--- src/rtl/sm4_pkg.sv ---
// Shared SM4 definitions: round count, key-schedule constants, mode encoding,
// and the state encoding of the round-key sequencer.
package sm4_pkg;

    localparam int          SM4_ROUNDS = 32;
    localparam logic [4:0]  LAST_IDX   = 5'd31;

    localparam logic        MODE_ENC   = 1'b0;
    localparam logic        MODE_DEC   = 1'b1;

    // System parameter FK, also used by key_expansion.
    localparam logic [31:0] FK0 = 32'ha3b1bac6;
    localparam logic [31:0] FK1 = 32'h56aa3350;
    localparam logic [31:0] FK2 = 32'h677d9197;
    localparam logic [31:0] FK3 = 32'hb27022dc;

    // Sequencer state encoding.
    localparam logic [2:0]  ST_IDLE      = 3'd0;
    localparam logic [2:0]  ST_KEXP_REQ  = 3'd1;
    localparam logic [2:0]  ST_KEXP_WAIT = 3'd2;
    localparam logic [2:0]  ST_PREFETCH  = 3'd3;
    localparam logic [2:0]  ST_ROUND     = 3'd4;
    localparam logic [2:0]  ST_DONE      = 3'd5;

    typedef enum logic [2:0] {
        S_IDLE      = ST_IDLE,
        S_KEXP_REQ  = ST_KEXP_REQ,
        S_KEXP_WAIT = ST_KEXP_WAIT,
        S_PREFETCH  = ST_PREFETCH,
        S_ROUND     = ST_ROUND,
        S_DONE      = ST_DONE
    } sched_state_e;

    // Round-key RAM index for logical step pos: forward for encrypt,
    // mirrored for decrypt. pos never exceeds 31, so no wrap.
    function automatic logic [4:0] rk_index(input logic mode, input logic [4:0] pos);
        return (mode == MODE_DEC) ? (LAST_IDX - pos) : pos;
    endfunction

endpackage

--- src/rtl/sm4_rk_addr_gen.sv ---
// Round counter and round-key RAM address generator.
// The first advance after a clear loads the first index (prefetch); each
// further advance moves the address one step ahead of the round being
// executed, and saturates on the last index so it holds during round 31.
module sm4_rk_addr_gen
    import sm4_pkg::*;
(
    input  logic       clk,
    input  logic       rst_n,
    input  logic       clear,
    input  logic       advance,
    input  logic       mode,
    output logic [4:0] ikey_cnt,
    output logic [4:0] r,
    output logic       last
);

    logic       armed_q, armed_d;
    logic [4:0] pos_q, pos_d;
    logic [4:0] cnt_q, cnt_d;
    logic [4:0] r_q, r_d;
    logic       last_q, last_d;

    // Next address / round counter values.
    always_comb begin
        armed_d = armed_q;
        pos_d   = pos_q;
        cnt_d   = cnt_q;
        r_d     = r_q;
        last_d  = last_q;
        if (clear) begin
            armed_d = 1'b0;
            pos_d   = 5'd0;
            cnt_d   = 5'd0;
            r_d     = 5'd0;
            last_d  = 1'b0;
        end else if (advance) begin
            if (!armed_q) begin
                armed_d = 1'b1;
                pos_d   = 5'd0;
                cnt_d   = rk_index(mode, 5'd0);
                r_d     = 5'd0;
                last_d  = 1'b0;
            end else begin
                // The round now starting is the one whose key is being read.
                r_d    = pos_q;
                last_d = (pos_q == LAST_IDX);
                if (pos_q != LAST_IDX) begin
                    pos_d = pos_q + 5'd1;
                    cnt_d = rk_index(mode, pos_q + 5'd1);
                end
            end
        end
    end

    // Address generator registers.
    always_ff @(posedge clk or negedge rst_n) begin
        if (!rst_n) begin
            armed_q <= 1'b0;
            pos_q   <= 5'd0;
            cnt_q   <= 5'd0;
            r_q     <= 5'd0;
            last_q  <= 1'b0;
        end else begin
            armed_q <= armed_d;
            pos_q   <= pos_d;
            cnt_q   <= cnt_d;
            r_q     <= r_d;
            last_q  <= last_d;
        end
    end

    assign ikey_cnt = cnt_q;
    assign r        = r_q;
    assign last     = last_q;

endmodule

--- src/rtl/sm4_round_sched.sv ---
// Sequencer for one SM4 block operation: optionally triggers key expansion,
// waits for it (with timeout), then streams the 32 round keys from the
// round-key RAM to the datapath in encrypt or decrypt order.
// start is a single-cycle request, honoured only while idle; there is no
// back-pressure and no queueing of requests made while busy.
module sm4_round_sched
    import sm4_pkg::*;
#(
    parameter int KEXP_TO = 40
) (
    input  logic         clk,
    input  logic         rst_n,
    input  logic         start,
    input  logic         mode,
    input  logic         new_key,
    input  logic [127:0] mkey_in,
    output logic [127:0] mkey,
    output logic         key_exp_start,
    input  logic         key_exp_done,
    output logic [4:0]   ikey_cnt,
    input  logic [31:0]  ikey,
    output logic         dp_load,
    output logic         dp_round_en,
    output logic [31:0]  dp_rkey,
    output logic         dp_last,
    output logic         busy,
    output logic         done,
    output logic         key_ready,
    output logic         err,
    output logic [2:0]   state_dbg
);

    // KEXP_TO must be at least 33 so a normal expansion never times out.
    localparam int              TMO_W    = $clog2(KEXP_TO);
    localparam logic [TMO_W-1:0] TMO_LAST = TMO_W'(KEXP_TO - 1);
    localparam logic [4:0]      R_LAST   = 5'(SM4_ROUNDS - 1);

    sched_state_e     state_q, state_d;
    logic             mode_q, mode_d;
    logic [127:0]     mkey_q, mkey_d;
    logic             key_ready_q, key_ready_d;
    logic             err_q, err_d;
    logic [TMO_W-1:0] tmo_q, tmo_d;
    logic             dp_load_q, dp_load_d;
    logic             kstart_q, kstart_d;
    logic             round_en_q, round_en_d;
    logic             busy_q, busy_d;
    logic             done_q, done_d;
    logic             accept;
    logic             ag_advance;
    logic             ag_clear;
    logic [4:0]       ag_r;
    logic             ag_last;

    // Next-state and captured-context logic.
    always_comb begin
        state_d     = state_q;
        mode_d      = mode_q;
        mkey_d      = mkey_q;
        key_ready_d = key_ready_q;
        err_d       = err_q;
        tmo_d       = tmo_q;
        accept      = 1'b0;
        case (state_q)
            S_IDLE: begin
                if (start) begin
                    accept = 1'b1;
                    mode_d = mode;
                    mkey_d = mkey_in;
                    err_d  = 1'b0;
                    if (new_key || !key_ready_q) begin
                        state_d     = S_KEXP_REQ;
                        key_ready_d = 1'b0;
                    end else begin
                        state_d = S_PREFETCH;
                    end
                end
            end
            S_KEXP_REQ: begin
                state_d = S_KEXP_WAIT;
                tmo_d   = '0;
            end
            S_KEXP_WAIT: begin
                if (key_exp_done) begin
                    key_ready_d = 1'b1;
                    state_d     = S_PREFETCH;
                end else if (tmo_q == TMO_LAST) begin
                    err_d   = 1'b1;
                    state_d = S_IDLE;
                end else begin
                    tmo_d = tmo_q + 1'b1;
                end
            end
            S_PREFETCH: begin
                state_d = S_ROUND;
            end
            S_ROUND: begin
                if (ag_r == R_LAST) begin
                    state_d = S_DONE;
                end
            end
            S_DONE: begin
                state_d = S_IDLE;
            end
            default: begin
                state_d = S_IDLE;
            end
        endcase
    end

    // Registered control outputs, decoded from the state being entered.
    always_comb begin
        dp_load_d  = accept;
        kstart_d   = (state_d == S_KEXP_REQ);
        round_en_d = (state_d == S_ROUND);
        busy_d     = (state_d != S_IDLE);
        done_d     = (state_d == S_DONE);
        ag_advance = (state_d == S_PREFETCH) || (state_d == S_ROUND);
        ag_clear   = !ag_advance;
    end

    // Sequencer state and output registers.
    always_ff @(posedge clk or negedge rst_n) begin
        if (!rst_n) begin
            state_q     <= S_IDLE;
            mode_q      <= MODE_ENC;
            mkey_q      <= '0;
            key_ready_q <= 1'b0;
            err_q       <= 1'b0;
            tmo_q       <= '0;
            dp_load_q   <= 1'b0;
            kstart_q    <= 1'b0;
            round_en_q  <= 1'b0;
            busy_q      <= 1'b0;
            done_q      <= 1'b0;
        end else begin
            state_q     <= state_d;
            mode_q      <= mode_d;
            mkey_q      <= mkey_d;
            key_ready_q <= key_ready_d;
            err_q       <= err_d;
            tmo_q       <= tmo_d;
            dp_load_q   <= dp_load_d;
            kstart_q    <= kstart_d;
            round_en_q  <= round_en_d;
            busy_q      <= busy_d;
            done_q      <= done_d;
        end
    end

    // mode_d is used so the prefetch address already reflects a new request.
    sm4_rk_addr_gen u_addr_gen (
        .clk      (clk),
        .rst_n    (rst_n),
        .clear    (ag_clear),
        .advance  (ag_advance),
        .mode     (mode_d),
        .ikey_cnt (ikey_cnt),
        .r        (ag_r),
        .last     (ag_last)
    );

    assign mkey          = mkey_q;
    assign key_exp_start = kstart_q;
    assign dp_load       = dp_load_q;
    assign dp_round_en   = round_en_q;
    assign dp_rkey       = ikey;
    assign dp_last       = ag_last;
    assign busy          = busy_q;
    assign done          = done_q;
    assign key_ready     = key_ready_q;
    assign err           = err_q;
    assign state_dbg     = state_q;

endmodule

--- config.mk ---
export PLATFORM = sky130hd
export DESIGN_NAME = sm4_round_sched
export DESIGN_NICKNAME = d
export VERILOG_FILES = /design/src/rtl/sm4_pkg.sv /design/src/rtl/sm4_rk_addr_gen.sv /design/src/rtl/sm4_round_sched.sv
export SDC_FILE = /design/constraint.sdc
export NUM_CORES = 1
export LEC_CHECK = 0
export ABC_CLOCK_PERIOD_IN_PS = 3500
export BUFFER_PORTS_ARGS = -buffer_cell sky130_fd_sc_hd__buf_2
export CORE_MARGIN = 8
export CORE_UTILIZATION = 46
export CTS_CLUSTER_DIAMETER = 80
export DETAILED_ROUTE_END_ITERATION = 7
export HOLD_SLACK_MARGIN = 0.06
export PLACE_DENSITY = 0.81
export SLEW_MARGIN = 20
export SYNTH_ARGS = -nofsm -noshare
export SYNTH_HDL_FRONTEND = slang
export SYNTH_HIERARCHICAL = 1
export SYNTH_SLANG_ARGS = --single-unit
export TNS_END_PERCENT = 1
--- constraint.sdc ---
create_clock -name clk -period 3.5 [get_ports clk]
set_input_delay 0.7 -clock clk [delete_from_list [all_inputs] [get_ports clk]]
set_output_delay 0.7 -clock clk [all_outputs]
set_load 0.02 [all_outputs]
==> reports/results.tsv <==
stage	metric	value	unit
sta	final setup margin	788.2	ps
sta	final-report max-slew violation count	0	
global_routing	largest net degree at the start of global routing	76	
placed_design	GP Congestion	0.8608	
final_layout	share of layout cells above drive strength 1	62.67	%
sta	slew at the pin with the worst max-slew slack	837.1	ps
worst_setup_path	Req. time, crit path	3830	ps
floorplan	Die X	136.9	um
sta	max-slew headroom at the worst pin	44.19	%
placed_design	port buffer count	277	
detailed_routing	DRT iter0 DRCs	195	
detailed_routing	DRT Pass-1 Iters	6	
floorplan	# rows	44	
clock_network	clock-pin slew on the worst setup and hold paths	60	ps
pwr	P per Cell Area	1042	mW/mm2
worst_setup_path	CP Capture Type	register	
sta	final worst-path cycle share	77.48	%
worst_setup_path	crit-path cells	nor4bb_1 > a211o_1 > a21boi_4 > and2b_1 > nand3b_1 > a31oi_1	
synthesis	ys flop type	dfrtp_1	
global_routing	initial antenna violation count	0	
sta	clock skew	6.214	ps
clock_network	Hold Buf Count CTS	0	
synthesis	synth top area cells	dfrtp_1, mux2_2, buf_4, buf_6, buf_2	
synthesis	top cells by count, synth	dfrtp_1, mux2_2, buf_4, nand2_1, buf_2	
synthesis	#FFs+latches synth	162	
synthesis	top cell type by total area after synthesis	dfrtp_1	
worst_setup_path	crit path launch type	register	
pwr	peak supply drop	0.5295	mV
worst_setup_path	critical path's largest stage delay	760	ps
sta	RSZ-0062 raised after global routing	false	
clock_network	Clock Root Buffer	clkbuf_16	
clock_network	TritonCTS clock tree	built	
synthesis	yosys warns	6	
final_layout	Diodes inserted	0	
synthesis	Synthesized Nets	629	
worst_setup_path	Crit path max-delay family	simple AND/OR/NAND/NOR gates	
sta	Total Neg Setup Slack	0	ps
detailed_routing	Routed Antenna Nets	0	
global_routing	vias in the first global route	5019	
placed_design	pre-CTS setup slack	659.6	ps
clock_network	Clock H-tree levels	4	
clock_network	clock tree sinks	162	
worst_setup_path	Worst path slowest cell	nor4bb_1	
synthesis	Post-Synthesis Cells	460	
synthesis	Yosys cell types	52	
hold_path	Hold Path Class	in -> async	
clock_network	clock latency on the worst-skew pair	410	ps
detailed_routing	vias after detailed routing	4581	
worst_setup_path	Worst Setup Path Type	reg -> reg	
sta	Final min period	2712	ps
global_routing	gr usage total	17.76	%
final_layout	synth-to-layout area growth	27.32	%
run_status	status	finished, final reports clean	
worst_setup_path	WP data arrival	3040	ps
synthesis	synthesized area per cell	14.61	um2
floorplan	Ports	342	
clock_network	Clock Path Buffers	2	
clock_network	setup repair bufs after CTS	0	
run	max-cap check violation count	0	
detailed_routing	WL/cell	18.98	um
global_routing	first-pass GRT wire length	25940	um
final_layout	nets@finish	874	
detailed_routing	DR DRC count	0	
synthesis	Seq/Total Area, Yosys	60.30	%
sta	f_max	368.8	MHz
synthesis	EDFF count, synth	0	
global_routing	GRT Residual Overflow	0	
pwr	leak pwr	4.150	nW
floorplan	Die Y	136.9	um
worst_setup_path	Worst Path Buf+Inv	0	
worst_setup_path	Worst Path Max Fanout	14	
synthesis	most frequent cell after synthesis	dfrtp_1	
placed_design	DPL Wire Length	13100	um
synthesis	post-synth top area share	60.30	%
detailed_routing	Vias/cell	5.079	
clock_network	CTS buffer count	17	
sta	# setup viols final	0	
floorplan	Initial Utilization	46.61	%
detailed_routing	wirelength, routed	17120	um
floorplan	Die Area	0.01874	mm2
synthesis	asr flop ratio synth	100.0	%
clock_network	PostCTS Resize Cnt	0	
floorplan	core area	0.01442	mm2
sta	final hold violations	0	
synthesis	mapped cell area	0.006723	mm2
[where the power goes]
part	internal, mW	switching (mW)	leakage [nW]	total, mW
clock	1.05	0.713	0.264	1.77
combinational	1.66	2.23	1.92	3.89
sequential	2.74	0.526	1.96	3.26
total	5.45	3.47	4.15	8.92
[sequential cells by signal, summed over array words and instances (netlist names), 3 cells and up]
name                 cells
mkey                   128
tmo_q                    6
u_addr_gen/ikey_cnt      5
u_addr_gen/pos_q         5
u_addr_gen/r             5
state_dbg                3
[cell families (layout without fill, tap and decap cells)]
group           Yosys count  after routing  synth area share, %
buf+inv                  60            318                6.421
compound gates           35             35                4.076
flops                   162            162                60.30
xor+xnor                  6              6               0.7817
simple gates             62             62                5.807
fa+ha+maj                 3              3               0.5584
mux                     132            132                22.05
[cell type report]
cell class              instances  area (um2)
well taps                     184       230.2
clock buffers                  24       491.7
inverters                       4       15.01
repair buffers                282        1443
multi-input cells             238        2248
flip-flops and latches        162        4054
clock inverters                 8       77.57
fillers                      1170        5864
[final timing paths]
kind                              start             endpoint  slack [ps]  cells past startpoint
max in group asynchronous         rst_n            mkey[105]        2410                      2
min in group clk               mkey[42]             mkey[42]         500                      1
min                               rst_n               mode_q         300                      1
max reg2reg                state_dbg[1]  u_addr_gen/pos_q[2]         790                      6
max                        state_dbg[1]  u_addr_gen/pos_q[2]         790                      6
min reg2reg                    mkey[42]             mkey[42]         500                      1
[cell usage in the layout, fill, tap and decap left out, drive strengths merged, types with 4 or more instances in the layout]
master / netlist / layout
nor2: 7 / 7
buf: 54 / 282
a22o: 6 / 6
clkbuf: 2 / 24
mux2: 129 / 129
clkinvlp: 0 / 5
dfrtp: 162 / 162
inv: 4 / 4
nand2: 13 / 13
a21oi: 7 / 7
xnor2: 4 / 4
nand2b: 7 / 7
nand3: 7 / 7
[per-layer routing]
layer | wire, um | track usage (%)
met5 | 0 | 0
met3 | 1544 | 6.167
met1 | 6181 | 19.18
met4 | 403 | 7.302
met2 | 8988 | 31.16
[stage by stage]
step / area [um2] / utilization, % / hold WS (ps) / cells / total power, mW
floorplan: 6723 / - / 404.4 / 460 / 5.977
global placement: 7985 / 55.36 / 482.9 / 870 / 7.047
detailed placement: 7985 / 55.36 / 490.4 / 870 / 7.231
CTS: 8554 / 59.31 / 327.0 / 902 / 9.038
global route: 8559 / 59.34 / 362.2 / 902 / 9.424
finish: 8559 / 59.34 / 304.2 / 902 / 8.919
Note: power is estimated with default switching activity, not from simulation.
